`src/rtl/cfg_cpe_pkg.sv`:
```
// Shared types and constants for the multi-RAM config bridge.
// Token layout, status offsets and the miss response pattern.
package cfg_cpe_pkg;

    typedef enum logic [1:0] {
        KIND_RAM  = 2'd0,
        KIND_STAT = 2'd1,
        KIND_MISS = 2'd2
    } tok_kind_e;

    localparam logic [1:0] OFS_WR_CNT   = 2'd0;
    localparam logic [1:0] OFS_RD_CNT   = 2'd1;
    localparam logic [1:0] OFS_MISS_CNT = 2'd2;
    localparam logic [1:0] OFS_CTRL     = 2'd3;

    // Truncated to DATA_W at the point of use.
    localparam logic [63:0] MISS_DATA = '1;

    // Fields sized for the widest supported configuration.
    typedef struct packed {
        tok_kind_e   kind;
        logic [2:0]  bank;
        logic [31:0] addr;
        logic [31:0] snap;
    } tok_t;

endpackage

```
`src/rtl/cfg_rsp_delay_line.sv`:
```
// Fixed-depth valid/data shift pipeline.
// Every stage is cleared by the asynchronous reset.
module cfg_rsp_delay_line #(
    parameter int DEPTH = 4,
    parameter int WIDTH = 8
) (
    input  logic             i_clk,
    input  logic             i_rst_n,
    input  logic             i_vld,
    input  logic [WIDTH-1:0] iv_data,
    output logic             o_vld,
    output logic [WIDTH-1:0] ov_data
);

    logic [DEPTH-1:0] vld;
    logic [WIDTH-1:0] dat [DEPTH];

    // Shift valid and payload one stage per cycle.
    always_ff @(posedge i_clk or negedge i_rst_n) begin
        if (!i_rst_n) begin
            for (int i = 0; i < DEPTH; i++) begin
                vld[i] <= 1'b0;
                dat[i] <= '0;
            end
        end else begin
            vld[0] <= i_vld;
            dat[0] <= iv_data;
            for (int i = 1; i < DEPTH; i++) begin
                vld[i] <= vld[i-1];
                dat[i] <= dat[i-1];
            end
        end
    end

    assign o_vld   = vld[DEPTH-1];
    assign ov_data = dat[DEPTH-1];

endmodule

```
`src/rtl/cfg_multi_ram_bridge_cpe.sv`:
```
// Management-bus bridge onto NUM_BANK config RAMs plus
// access counters; reads answer as write pulses in order.
module cfg_multi_ram_bridge_cpe
    import cfg_cpe_pkg::*;
#(
    parameter int          ADDR_W    = 19,
    parameter int          DATA_W    = 32,
    parameter int          RAM_AW    = 10,
    parameter int          RAM_DW    = 16,
    parameter int          NUM_BANK  = 2,
    parameter int unsigned BASE_ADDR = 0,
    parameter int          RD_LAT    = 3,
    parameter int          MISS_RESP = 1
) (
    input  logic                       i_clk,
    input  logic                       i_rst_n,
    input  logic [ADDR_W-1:0]          iv_addr,
    input  logic                       i_addr_fixed,
    input  logic [DATA_W-1:0]          iv_wdata,
    input  logic                       i_wr,
    input  logic                       i_rd,
    output logic                       o_wr,
    output logic [ADDR_W-1:0]          ov_addr,
    output logic                       o_addr_fixed,
    output logic [DATA_W-1:0]          ov_rdata,
    output logic [RAM_AW-1:0]          ov_ram_addr,
    output logic [RAM_DW-1:0]          ov_ram_wdata,
    output logic [NUM_BANK-1:0]        ov_ram_wr,
    output logic [NUM_BANK-1:0]        ov_ram_rd,
    input  logic [NUM_BANK*RAM_DW-1:0] iv_ram_rdata
);

    localparam int BANK_W = (NUM_BANK > 1) ? $clog2(NUM_BANK) : 1;
    localparam int TOK_W  = $bits(tok_t);
    localparam logic [ADDR_W-1:0] SPAN =
        ADDR_W'(NUM_BANK << RAM_AW);
    localparam logic [ADDR_W:0] BASE_X =
        (ADDR_W+1)'(BASE_ADDR);

    logic [ADDR_W:0]   off_x;
    logic [ADDR_W-1:0] off;
    logic [ADDR_W-1:0] soff;
    logic              above;
    logic              in_ram;
    logic              in_stat;
    logic              mapped;
    logic [1:0]        sidx;
    logic [BANK_W-1:0] bank;
    logic [NUM_BANK-1:0] bank_oh;

    // The extra top bit of off_x flags addresses below the base.
    assign off_x   = {1'b0, iv_addr} - BASE_X;
    assign above   = ~off_x[ADDR_W];
    assign off     = off_x[ADDR_W-1:0];
    assign soff    = off - SPAN;
    assign in_ram  = above && (off < SPAN);
    assign in_stat = above && !in_ram && (soff < ADDR_W'(4));
    assign mapped  = in_ram || in_stat;
    assign sidx    = soff[1:0];
    assign bank    = off[RAM_AW +: BANK_W];
    assign bank_oh = NUM_BANK'(1) << bank;

    logic       wr_req;
    logic       rd_req;
    logic       rd_drop;
    logic       clr;
    logic [1:0] miss_add;

    // A write beats a same-cycle read; the lost read counts as a miss.
    assign wr_req  = i_addr_fixed & i_wr;
    assign rd_req  = i_addr_fixed & i_rd & ~i_wr;
    assign rd_drop = i_addr_fixed & i_wr & i_rd;
    assign clr     = wr_req & in_stat & (sidx == OFS_CTRL)
                   & iv_wdata[0];
    assign miss_add = {1'b0, (wr_req | rd_req) & ~mapped}
                    + {1'b0, rd_drop};

    logic [31:0] wr_cnt;
    logic [31:0] rd_cnt;
    logic [31:0] miss_cnt;
    logic [31:0] snap;

    // Status value as seen in the request cycle.
    always_comb begin
        snap = '0;
        case (sidx)
            OFS_WR_CNT:   snap = wr_cnt;
            OFS_RD_CNT:   snap = rd_cnt;
            OFS_MISS_CNT: snap = miss_cnt;
            default:      snap = '0;
        endcase
    end

    tok_t tok_in;
    tok_t tok_out;
    logic tok_vld;
    logic tok_out_vld;
    logic [TOK_W-1:0] tok_out_bits;

    // Build the response token for a read.
    always_comb begin
        tok_in      = '0;
        tok_in.bank = 3'(bank);
        tok_in.addr = 32'(iv_addr);
        tok_in.snap = snap;
        if (in_ram)       tok_in.kind = KIND_RAM;
        else if (in_stat) tok_in.kind = KIND_STAT;
        else              tok_in.kind = KIND_MISS;
    end

    assign tok_vld = rd_req & (mapped | (MISS_RESP != 0));

    cfg_rsp_delay_line #(
        .DEPTH (RD_LAT + 1),
        .WIDTH (TOK_W)
    ) u_tok_dly (
        .i_clk   (i_clk),
        .i_rst_n (i_rst_n),
        .i_vld   (tok_vld),
        .iv_data (tok_in),
        .o_vld   (tok_out_vld),
        .ov_data (tok_out_bits)
    );

    assign tok_out = tok_out_bits;

    logic [RAM_DW-1:0] ram_sel;
    logic [DATA_W-1:0] rsp_data;

    // Pick the bank lane named by the emerging token.
    always_comb begin
        ram_sel = '0;
        for (int b = 0; b < NUM_BANK; b++) begin
            if (tok_out.bank == 3'(b))
                ram_sel = iv_ram_rdata[b*RAM_DW +: RAM_DW];
        end
    end

    // Response payload by token kind.
    always_comb begin
        rsp_data = '0;
        unique case (tok_out.kind)
            KIND_RAM:  rsp_data = DATA_W'(ram_sel);
            KIND_STAT: rsp_data = DATA_W'(tok_out.snap);
            default:   rsp_data = DATA_W'(MISS_DATA);
        endcase
    end

    // RAM strobe stage; idle cycles drive address and data to 0.
    always_ff @(posedge i_clk or negedge i_rst_n) begin
        if (!i_rst_n) begin
            ov_ram_wr    <= '0;
            ov_ram_rd    <= '0;
            ov_ram_addr  <= '0;
            ov_ram_wdata <= '0;
        end else begin
            ov_ram_wr    <= (wr_req & in_ram) ? bank_oh : '0;
            ov_ram_rd    <= (rd_req & in_ram) ? bank_oh : '0;
            ov_ram_addr  <= ((wr_req | rd_req) & in_ram)
                          ? off[RAM_AW-1:0] : '0;
            ov_ram_wdata <= (wr_req & in_ram)
                          ? iv_wdata[RAM_DW-1:0] : '0;
        end
    end

    // Wrapping counters; clear overrides any same-cycle increment.
    always_ff @(posedge i_clk or negedge i_rst_n) begin
        if (!i_rst_n) begin
            wr_cnt   <= '0;
            rd_cnt   <= '0;
            miss_cnt <= '0;
        end else if (clr) begin
            wr_cnt   <= '0;
            rd_cnt   <= '0;
            miss_cnt <= '0;
        end else begin
            wr_cnt   <= wr_cnt + 32'(wr_req & mapped);
            rd_cnt   <= rd_cnt + 32'(rd_req & mapped);
            miss_cnt <= miss_cnt + 32'(miss_add);
        end
    end

    // Registered response; all fields are 0 between pulses.
    always_ff @(posedge i_clk or negedge i_rst_n) begin
        if (!i_rst_n) begin
            o_wr         <= 1'b0;
            o_addr_fixed <= 1'b0;
            ov_addr      <= '0;
            ov_rdata     <= '0;
        end else begin
            o_wr         <= tok_out_vld;
            o_addr_fixed <= tok_out_vld;
            ov_addr      <= tok_out_vld
                          ? ADDR_W'(tok_out.addr) : '0;
            ov_rdata     <= tok_out_vld ? rsp_data : '0;
        end
    end

    logic unused_bits;
    assign unused_bits = ^{iv_wdata, tok_out.addr, tok_out.snap};

endmodule

```
`config.mk`:
```
export PLATFORM = sky130hd
export DESIGN_NAME = cfg_multi_ram_bridge_cpe
export DESIGN_NICKNAME = d
export VERILOG_FILES = /design/src/rtl/cfg_cpe_pkg.sv /design/src/rtl/cfg_rsp_delay_line.sv /design/src/rtl/cfg_multi_ram_bridge_cpe.sv
export SDC_FILE = /design/constraint.sdc
export NUM_CORES = 1
export LEC_CHECK = 0
export ABC_AREA = 1
export BUFFER_PORTS_ARGS = -buffer_cell sky130_fd_sc_hd__buf_2
export CAP_MARGIN = 20
export CORE_MARGIN = 3
export CORE_UTILIZATION = 30
export CTS_BUF_LIST = sky130_fd_sc_hd__clkbuf_16
export CTS_CLUSTER_SIZE = 10
export DETAILED_ROUTE_END_ITERATION = 16
export PLACE_DENSITY = 0.54
export SYNTH_ARGS = -nofsm -noshare
export SYNTH_HDL_FRONTEND = slang
export SYNTH_SLANG_ARGS = --single-unit
```
`constraint.sdc`:
```
create_clock -name i_clk -period 1.9 [get_ports i_clk]
set_input_delay 0 -clock i_clk [delete_from_list [all_inputs] [get_ports i_clk]]
set_output_delay 0 -clock i_clk [all_outputs]
set_load 0.05 [all_outputs]
```
==> out/summary.json, run 1 <==
{
  "hp-class": {"value": "in -> async"},
  "vias_in_the_first_global_route": {"value": 10900},
  "die-height": {"value": 228, "unit": "um"},
  "power.ir.vdd_worst": {"value": 537, "unit": "uV"},
  "slew_headroom": {"value": 52.7, "unit": "%"},
  "regToRegStartpoint": {"value": "miss_cnt[0]$_DFF_PN0_"},
  "ctsHtreeMaxLevel": {"value": 2},
  "cts.sinks": {"value": 394},
  "global_route_wire_length_before_repair": {"value": 56400, "unit": "um"},
  "critical-path-top-cell-by-count": {"value": "inv_2"},
  "port_buf_inserts": {"value": 154},
  "sequential_cell_area_in_the_final_layout": {"value": 9860, "unit": "um^2"},
  "synth-async-reset-ratio": {"value": 100, "unit": "%"},
  "clk_pin_slew_worst_paths": {"value": 0.06, "unit": "ns"},
  "rows": {"value": 80},
  "global_route.usage.total": {"value": 13.7, "unit": "%"},
  "layout_commonest_cell": {"value": "dfrtp_1"},
  "drc_viols": {"value": 0},
  "start_kind": {"value": "register"},
  "detailedPlace.worstSlack": {"value": -0.446, "unit": "ns"},
  "mapped_nets": {"value": 1503},
  "first_iter_violations": {"value": 737},
  "critical_path_peak_fanout": {"value": 3},
  "timing.reg2reg.setup_slack": {"value": 0.05, "unit": "ns"},
  "die_area": {"value": 51800, "unit": "um^2"},
  "synth_enable_flop_cells": {"value": 0},
  "via_count": {"value": 10500},
  "max_freq": {"value": 0.540, "unit": "GHz"},
  "cell_chain_critical_path": {"value": "inv_2, fa_2, inv_2, ha_4, nand2_4, nor2_2, inv_2, nor3b_2, buf_4, xor2_1, nand2_1, inv_1"},
  "power_per_cell_area": {"value": 930, "unit": "nW/um^2"},
  "boundary_pins": {"value": 171},
  "synth.yosys.warnings": {"value": 0},
  "period_minus_slack": {"value": 1.85, "unit": "ns"},
  "synth-seq-area-share": {"value": 66.9, "unit": "%"},
  "power.net_switching": {"value": 4240, "unit": "uW"},
  "synthToLayoutAreaGrowth": {"value": 31.1, "unit": "%"},
  "cellLeakagePower": {"value": 0.0101, "unit": "uW"},
  "ys_types": {"value": 43},
  "floorplan.core_area": {"value": 48100, "unit": "um^2"},
  "worst-endpoint-required": {"value": 2.38, "unit": "ns"},
  "worst_skew_pair.late_latency": {"value": 0.55, "unit": "ns"},
  "p_int": {"value": 13700, "unit": "uW"},
  "synth_flop_cell": {"value": "dfrtp_1"},
  "clockBufferDepth": {"value": 3},
  "crit_end": {"value": "miss_cnt[12]$_DFF_PN0_"},
  "multiInputGateArea": {"value": 4190, "unit": "um^2"},
  "skew": {"value": 0.0124, "unit": "ns"},
  "initial_utilization": {"value": 30.6, "unit": "%"},
  "layout_common_cells": {"value": "dfrtp_1 (393), nand2_1 (276), nor2_1 (187)"},
  "worstReg2RegEnd": {"value": "miss_cnt[12]$_DFF_PN0_"},
  "clock-root-buffer": {"value": "clkbuf_16"},
  "switching_share": {"value": 23.6, "unit": "%"},
  "timing.critical_path.to_type": {"value": "register"},
  "status": {"value": "completed"},
  "share_clk_of_total_power": {"value": 41.2, "unit": "%"},
  "antenna_violating_nets_post_route": {"value": 0},
  "timing.setup.tns": {"value": 0, "unit": "ns"},
  "period_share": {"value": 97.5, "unit": "%"},
  "startpoint": {"value": "miss_cnt[0]$_DFF_PN0_"},
  "gp_routability_congestion": {"value": 0.886},
  "seqPwrFrac": {"value": 50.5, "unit": "%"},
  "post_drt_via_cell_ratio": {"value": 4.31},
  "tritoncts": {"value": "done"},
  "layout-drive-gt1-share": {"value": 22.7, "unit": "%"},
  "synth_area_per_cell": {"value": 10.5, "unit": "um^2"},
  "drt-pass1-iter-count": {"value": 4},
  "n_fill_cell": {"value": 4641},
  "cts_inserted_buffers": {"value": 46},
  "setup-violations-final": {"value": 0},
  "final_report_max_slew_violation_count": {"value": 0},
  "hpwl": {"value": 24400, "unit": "um"},
  "critical-path-max-stage-delay": {"value": 0.38, "unit": "ns"},
  "drv.max_cap_violation_count": {"value": 0},
  "syn-cell-area": {"value": 14700, "unit": "um^2"},
  "setup_repair_after_global_routing_missed_its_margin": {"value": "yes"},
  "reg2regPathDepth": {"value": 12},
  "worst_slew_pin_slew": {"value": 0.709, "unit": "ns"},
  "drt_wl_total": {"value": 34800, "unit": "um"},
  "worst_path_max_delay_cell": {"value": "fa_2"},
  "worst-setup-path-type": {"value": "reg -> reg"},
  "avgRoutedWirePerCell": {"value": 14.3, "unit": "um"},
  "grt_remaining_overflow": {"value": 0},
  "die_width": {"value": 228, "unit": "um"},
  "fin_nets": {"value": 1855},
  "worst_ep_arrival_time": {"value": 2.33, "unit": "ns"},
  "relative_contribution_of_combinational_cells_to_total_power": {"value": 8.3, "unit": "%"},
  "synthCells": {"value": 1409},
  "count_of_state_elements_after_synthesis": {"value": 394},
  "grt_start_max_net_pins": {"value": 63},
  "antenna_violations_before_repair": {"value": 1},
  "layout_setup_ws": {"value": 0.0473, "unit": "ns"},
  "hold_violations": {"value": 0}
}
[power by group through the flow]
stage,sequential (uW),clock [uW],combinational (uW)
2_1_floorplan,9280,0,574
3_3_place_gp,9190,0,1310
3_5_place_dp,9200,0,1340
4_1_cts,9070,7680,1470
5_1_grt,9130,8000,1660
6_report,9080,7400,1490
[layout make-up]
type	instances	area share (%)
antenna	1	0.0130
clock buffer	46	5.96
tap	656	4.25
multi-input combinational	798	21.7
timing repair buffer	337	12.9
sequential	394	51.1
clock inverter	13	0.376
inverter	184	3.69
[synth_stat cells, types with 2 or more instances]
library cell  number  area [um^2]
dfrtp_1          394         9860
nand2_1          282         1060
nor2_1           193          724
inv_1            180          676
nand3_1           88          440
xor2_1            32          280
nor3_1            22          110
o21ai_0           22          110
clkbuf_1          21         78.8
nor2_2            21          131
a31oi_1           18          113
nand4_1           16          100
o221ai_1          15          131
a21oi_1           12         60.1
o211ai_1          12         90.1
nor2_4            10          113
xnor2_1            8         70.1
buf_2              7         35.0
ha_1               5         62.6
nand2_2            5         31.3
nand3b_1           5         37.5
inv_2              4         15.0
o21ai_1            4         20.0
buf_6              3         33.8
nand3_2            3         30.0
nor3_4             3         48.8
nor4_1             3         18.8
or2_2              3         18.8
nand2_4            2         22.5
nand3b_4           2         40.0
nor3b_2            2         25.0
[registers in the layout (all words and copies together) (netlist names)]
name and count:
ov_rdata 32, u_tok_dly.ov_data 53, ov_ram_wdata 16, rd_cnt 32, ov_ram_addr 10, o_addr_fixed 1
ov_addr 19, ov_ram_wr 2, miss_cnt 32, ov_ram_rd 2, wr_cnt 32, u_tok_dly.dat 159
u_tok_dly.vld 4
[how the worst min path moves through the flow]
stage	slack, ns	from	endpoint	cells after the start
2_1_floorplan	-0.30	i_rst_n	miss_cnt[0]$_DFF_PN0_	0
3_3_place_gp	0.03	i_rst_n	u_tok_dly.dat[179]$_DFF_PN0_	1
3_5_place_dp	0.03	i_rst_n	u_tok_dly.dat[252]$_DFF_PN0_	1
4_1_cts	0.03	i_rst_n	u_tok_dly.dat[110]$_DFF_PN0_	2
5_1_grt	0.06	i_rst_n	u_tok_dly.dat[110]$_DFF_PN0_	2
6_report	0.02	i_rst_n	u_tok_dly.dat[110]$_DFF_PN0_	2
[repair_timing]
action                                  4_1_cts  5_1_grt
endpoints found under the setup margin       14       31
hold buffers                                 77        0
resized for setup                             4       20
endpoints found under the hold margin       460        0
buffers inserted                              0        7
pin swaps                                     4       16
[layer usage]
layer / track usage, % / wire length, um / vias to the layer above
met4: 5.08 / 1020 / 0
met3: 2.24 / 1550 / 69
met1: 17.8 / 15500 / 5052
met2: 23.0 / 16700 / 232
met5: 0 / 0 / -
li1: - / - / 5107
[cell families after synthesis]
| kind of cell | share of synthesized area, % |
|---|---|
| flip-flops | 66.9 |
| XOR/XNOR | 2.38 |
| AO/OA/AOI/OAI | 3.75 |
| AND/OR/NAND/NOR | 20.6 |
| adder cells (fa/ha/maj) | 0.561 |
| buffers and inverters | 5.77 |
[through the flow]
step,cells,area [um^2],hold WS [ns],power [uW],utilization [%]
3_5_place_dp,2285,17200,0.0331,10500,35.7
6_report,2429,19300,0.0202,18000,40.1
2_1_floorplan,1409,14800,-0.296,9850,-
4_1_cts,2421,19200,0.0297,18200,39.8
5_1_grt,2429,19300,0.0606,18800,40.1
3_3_place_gp,2285,17200,0.0292,10500,35.7
[worst max-delay path, delay by kind of cell (launching register included)]
family / cells / cell delay, ns
adders and majority gates: 2 / 0.51
DFF: 1 / 0.34
buffers and inverters: 5 / 0.38
xor gates and xnor gates: 1 / 0.14
and+or+nand+nor: 4 / 0.42
Power figures use the tool's default switching activity.
==> inputs of run 2 (changes only) <==
--- a/config.mk
+++ b/config.mk
@@ -5,13 +5,12 @@
 export SDC_FILE = /design/constraint.sdc
 export NUM_CORES = 1
 export LEC_CHECK = 0
-export ABC_AREA = 1
+export ABC_AREA = 0
 export BUFFER_PORTS_ARGS = -buffer_cell sky130_fd_sc_hd__buf_2
 export CAP_MARGIN = 20
-export CORE_MARGIN = 3
+export CORE_MARGIN = 2
 export CORE_UTILIZATION = 30
 export CTS_BUF_LIST = sky130_fd_sc_hd__clkbuf_16
-export CTS_CLUSTER_SIZE = 10
 export DETAILED_ROUTE_END_ITERATION = 16
 export PLACE_DENSITY = 0.54
 export SYNTH_ARGS = -nofsm -noshare
==> run 2 against run 1 <==
The run now ends with negative setup slack left. Synthesized cell count down 23%. Largest power group unchanged. Maximum frequency decreased by 6.9%. Clock skew rose by 0.0039 ns. Sequential cell count unchanged. Non-clock buffer count is 23 higher. Critical path depth down 5. Combinational power is 30% lower. Worst setup slack worse by 0.14 ns.
==> out/summary.json, run 2 <==
{
  "status": {"value": "complete, but fails checks"},
  "violations_in_the_final_reports": {"value": "negative setup slack"},
  "met1_routing_resource_usage_after_global_routing": {"value": 16.7, "unit": "%"},
  "hp-class": {"value": "in -> reg"},
  "worst-endpoint-required": {"value": 2.36, "unit": "ns"},
  "port_buf_inserts": {"value": 154},
  "timing.critical_path.to_type": {"value": "register"},
  "reg2regPathDepth": {"value": 7},
  "setup-violations-final": {"value": 18},
  "drc_viols": {"value": 0},
  "die_area": {"value": 48700, "unit": "um^2"},
  "global_route.usage.total": {"value": 12.8, "unit": "%"},
  "source_of_the_worst_hold_timing_path": {"value": "iv_addr[11]"},
  "power.net_switching": {"value": 3890, "unit": "uW"},
  "synth_flop_cell": {"value": "dfrtp_1"},
  "placed_cells": {"value": 1900},
  "period_minus_slack": {"value": 1.99, "unit": "ns"},
  "antenna_violating_nets_post_route": {"value": 0},
  "synth.yosys.warnings": {"value": 0},
  "cts.sinks": {"value": 394},
  "layout_setup_ws": {"value": -0.0899, "unit": "ns"},
  "hold_violations": {"value": 0},
  "cellLeakagePower": {"value": 0.00912, "unit": "uW"},
  "power_per_cell_area": {"value": 918, "unit": "nW/um^2"},
  "grt_start_max_net_pins": {"value": 94},
  "num_antenna_cells": {"value": 0},
  "drv.max_cap_violation_count": {"value": 0},
  "syn-cell-area": {"value": 14100, "unit": "um^2"},
  "cell_chain_critical_path": {"value": "inv_2, fa_2, and4b_2, nand4_1, buf_6, or4_1, a21oi_1"},
  "drt-pass1-iter-count": {"value": 8},
  "ys_types": {"value": 41},
  "yosysMostFrequentCell": {"value": "dfrtp_1"},
  "synth-seq-area-share": {"value": 69.9, "unit": "%"},
  "avgRoutedWirePerCell": {"value": 15.2, "unit": "um"},
  "most_area_consuming_cells_after_synthesis": {"value": "dfrtp_1 (70%), mux2i_1 (2.7%), mux2_2 (2.6%)"},
  "rows": {"value": 79},
  "post-synth-top-area-cell": {"value": "dfrtp_1"},
  "critPathBufInv": {"value": 2},
  "drt_wl_total": {"value": 31400, "unit": "um"},
  "grt_remaining_overflow": {"value": 0},
  "max_freq": {"value": 0.503, "unit": "GHz"},
  "period_share": {"value": 105, "unit": "%"},
  "clock-root-buffer": {"value": "clkbuf_16"},
  "switching_share": {"value": 22.3, "unit": "%"},
  "worstReg2RegEnd": {"value": "miss_cnt[17]$_DFF_PN0_"},
  "slew_headroom": {"value": 57.5, "unit": "%"},
  "relative_contribution_of_combinational_cells_to_total_power": {"value": 6.0, "unit": "%"},
  "die-height": {"value": 221, "unit": "um"},
  "post_drt_via_cell_ratio": {"value": 4.53},
  "layout_common_cells": {"value": "dfrtp_1 (394), buf_2 (152), buf_4 (114)"},
  "die_width": {"value": 221, "unit": "um"},
  "boundary_pins": {"value": 171},
  "start_kind": {"value": "register"},
  "tritoncts": {"value": "done"},
  "antenna_violations_before_repair": {"value": 0},
  "count_of_state_elements_after_synthesis": {"value": 394},
  "synthToLayoutAreaGrowth": {"value": 35.1, "unit": "%"},
  "synthCells": {"value": 1086},
  "power.ir.vdd_worst": {"value": 576, "unit": "uV"},
  "worst_path_max_delay_cell": {"value": "or4_1"},
  "worst_slew_pin_slew": {"value": 0.637, "unit": "ns"},
  "p_int": {"value": 13600, "unit": "uW"},
  "synth_top_cells_by_count": {"value": "dfrtp_1 (394), nor2_1 (79), nand2_1 (63), o21ai_0 (59), a21oi_1 (48)"},
  "largest_register_ff_count": {"value": 159},
  "gp_routability_congestion": {"value": 0.793},
  "critical-path-max-stage-delay": {"value": 0.41, "unit": "ns"},
  "grt.met3_usage": {"value": 2.03, "unit": "%"},
  "worst_skew_pair.late_latency": {"value": 0.54, "unit": "ns"},
  "regToRegStartpoint": {"value": "miss_cnt[0]$_DFF_PN0_"},
  "worst_ep_arrival_time": {"value": 2.45, "unit": "ns"},
  "ctsHtreeMaxLevel": {"value": 2},
  "setup_repair_after_global_routing_missed_its_margin": {"value": "yes"},
  "worst-setup-path-type": {"value": "reg -> reg"},
  "seqPwrFrac": {"value": 50.4, "unit": "%"},
  "clk_pin_slew_worst_paths": {"value": 0.06, "unit": "ns"},
  "met2_usage": {"value": 21.7, "unit": "%"},
  "most_congested_layer_reported_by_global_routing": {"value": "met2"},
  "share_clk_of_total_power": {"value": 43.6, "unit": "%"},
  "mapped_nets": {"value": 1180},
  "fin_nets": {"value": 1530},
  "crit_family": {"value": "simple AND/OR/NAND/NOR gates"},
  "layout-drive-gt1-share": {"value": 29.7, "unit": "%"},
  "synth-async-reset-ratio": {"value": 100, "unit": "%"},
  "clockBufferDepth": {"value": 3},
  "cts_inserted_buffers": {"value": 39},
  "skew": {"value": 0.0163, "unit": "ns"},
  "global_route_wire_length_before_repair": {"value": 49500, "unit": "um"},
  "synth_enable_flop_cells": {"value": 0},
  "initial_utilization": {"value": 30.3, "unit": "%"},
  "first_iter_violations": {"value": 637},
  "synth.top_cell.area_share": {"value": 69.9, "unit": "%"},
  "synth_area_per_cell": {"value": 13.0, "unit": "um^2"},
  "final_core_utilization": {"value": 41.0, "unit": "%"},
  "n_fill_cell": {"value": 4365},
  "critical_path_peak_fanout": {"value": 12},
  "floorplan.core_area": {"value": 46500, "unit": "um^2"},
  "via_count": {"value": 9382},
  "detailedPlace.worstSlack": {"value": -0.577, "unit": "ns"},
  "timing.reg2reg.setup_slack": {"value": -0.09, "unit": "ns"},
  "vias_in_the_first_global_route": {"value": 9417},
  "hpwl": {"value": 19900, "unit": "um"},
  "hold_path_depth": {"value": 4},
  "layout_commonest_cell": {"value": "dfrtp_1"},
  "holdPathEnd": {"value": "ov_ram_rd[0]$_DFF_PN0_"},
  "final-instance-count-excl-fill": {"value": 2070},
  "final_report_max_slew_violation_count": {"value": 0},
  "largest_register": {"value": "u_tok_dly.dat"}
}
==> run 2: changes by cell type in the layout (fill, tap and decap cells not counted), sizes merged, moves of 36 or more <==
cell and delta:
nand2 -225, nand3 -58, nor2 -146, a21oi +36, inv -168, mux2i +38
and2 +46
==> run 2: repair_timing <==
item / in CTS / in global routing
setup buffers: 7 / 19
gates cloned: 1 / 2
hold endpoints to repair: 460 / 1
hold buffers: 72 / 1
endpoints found under the setup margin: 25 / 46
pin swaps: 10 / 22
resized for setup: 17 / 46
==> run 2: worst register-to-register path: stages (launching register included) <==
cell,delay (ns)
dfrtp_1,0.36
inv_2,0.04
fa_2,0.34
and4b_2,0.32
nand4_1,0.10
buf_6,0.17
or4_1,0.42
a21oi_1,0.16
==> run 2: kinds of logic (layout without fill, tap and decap cells) <==
| kind of cell | count (synthesis) | in the layout | synth area share (%) |
|---|---|---|---|
| flops | 394 | 394 | 69.9 |
| simple gates | 354 | 357 | 13.5 |
| compound gates | 159 | 159 | 6.56 |
| mux | 70 | 70 | 5.25 |
| buf+inv | 67 | 441 | 1.94 |
| xor+xnor | 36 | 36 | 2.24 |
| fa+ha+maj | 6 | 6 | 0.586 |
==> run 2: final cells by class <==
class                   instances  area [um^2]  area share (%)
multi-input cells             628         4420            23.2
repair buffers                360         2680            14.0
inverters                      13         48.8           0.256
clock buffers                  41         1030            5.39
clock inverters                27          255            1.34
well taps                     607          759            3.99
flip-flops and latches        394         9860            51.8
==> run 2: routing by layer <==
metal / vias to the layer above / part of all wire, %
li1: 4480 / -
met3: 55 / 3.6
met5: - / 0
met4: 0 / 2.7
met1: 4664 / 44
met2: 183 / 49
==> run 2: worst max path at each step <==
stage	from	cells past startpoint	to
after global placement	iv_addr[16]	12	wr_cnt[26]$_DFF_PN0_
after global routing	miss_cnt[0]$_DFF_PN0_	7	miss_cnt[17]$_DFF_PN0_
after floorplan	iv_addr[7]	10	rd_cnt[23]$_DFF_PN0_
after CTS	miss_cnt[0]$_DFF_PN0_	7	miss_cnt[17]$_DFF_PN0_
final	miss_cnt[0]$_DFF_PN0_	7	miss_cnt[17]$_DFF_PN0_
after detailed placement	iv_addr[16]	12	wr_cnt[30]$_DFF_PN0_
==> run 2: per-stage QoR <==
step	power, uW	TNS [ns]	hold slack, ns	area [um^2]
after floorplan	9380	-7.12	-0.296	14300
after global placement	9840	-26.51	-0.0730	16500
after detailed placement	9860	-28.58	-0.0795	16500
after CTS	17700	-0.703	0.00573	18700
after global routing	18300	-3.45	0.0482	19000
final	17500	-0.772	0.0450	19000
==> run 2: power groups by stage <==
stage,clock [uW],combinational [uW],sequential [uW]
6_report,7630,1040,8810
5_1_grt,8270,1170,8840
4_1_cts,7890,1040,8810
3_5_place_dp,0,901,8960
3_3_place_gp,0,889,8950
2_1_floorplan,0,305,9070
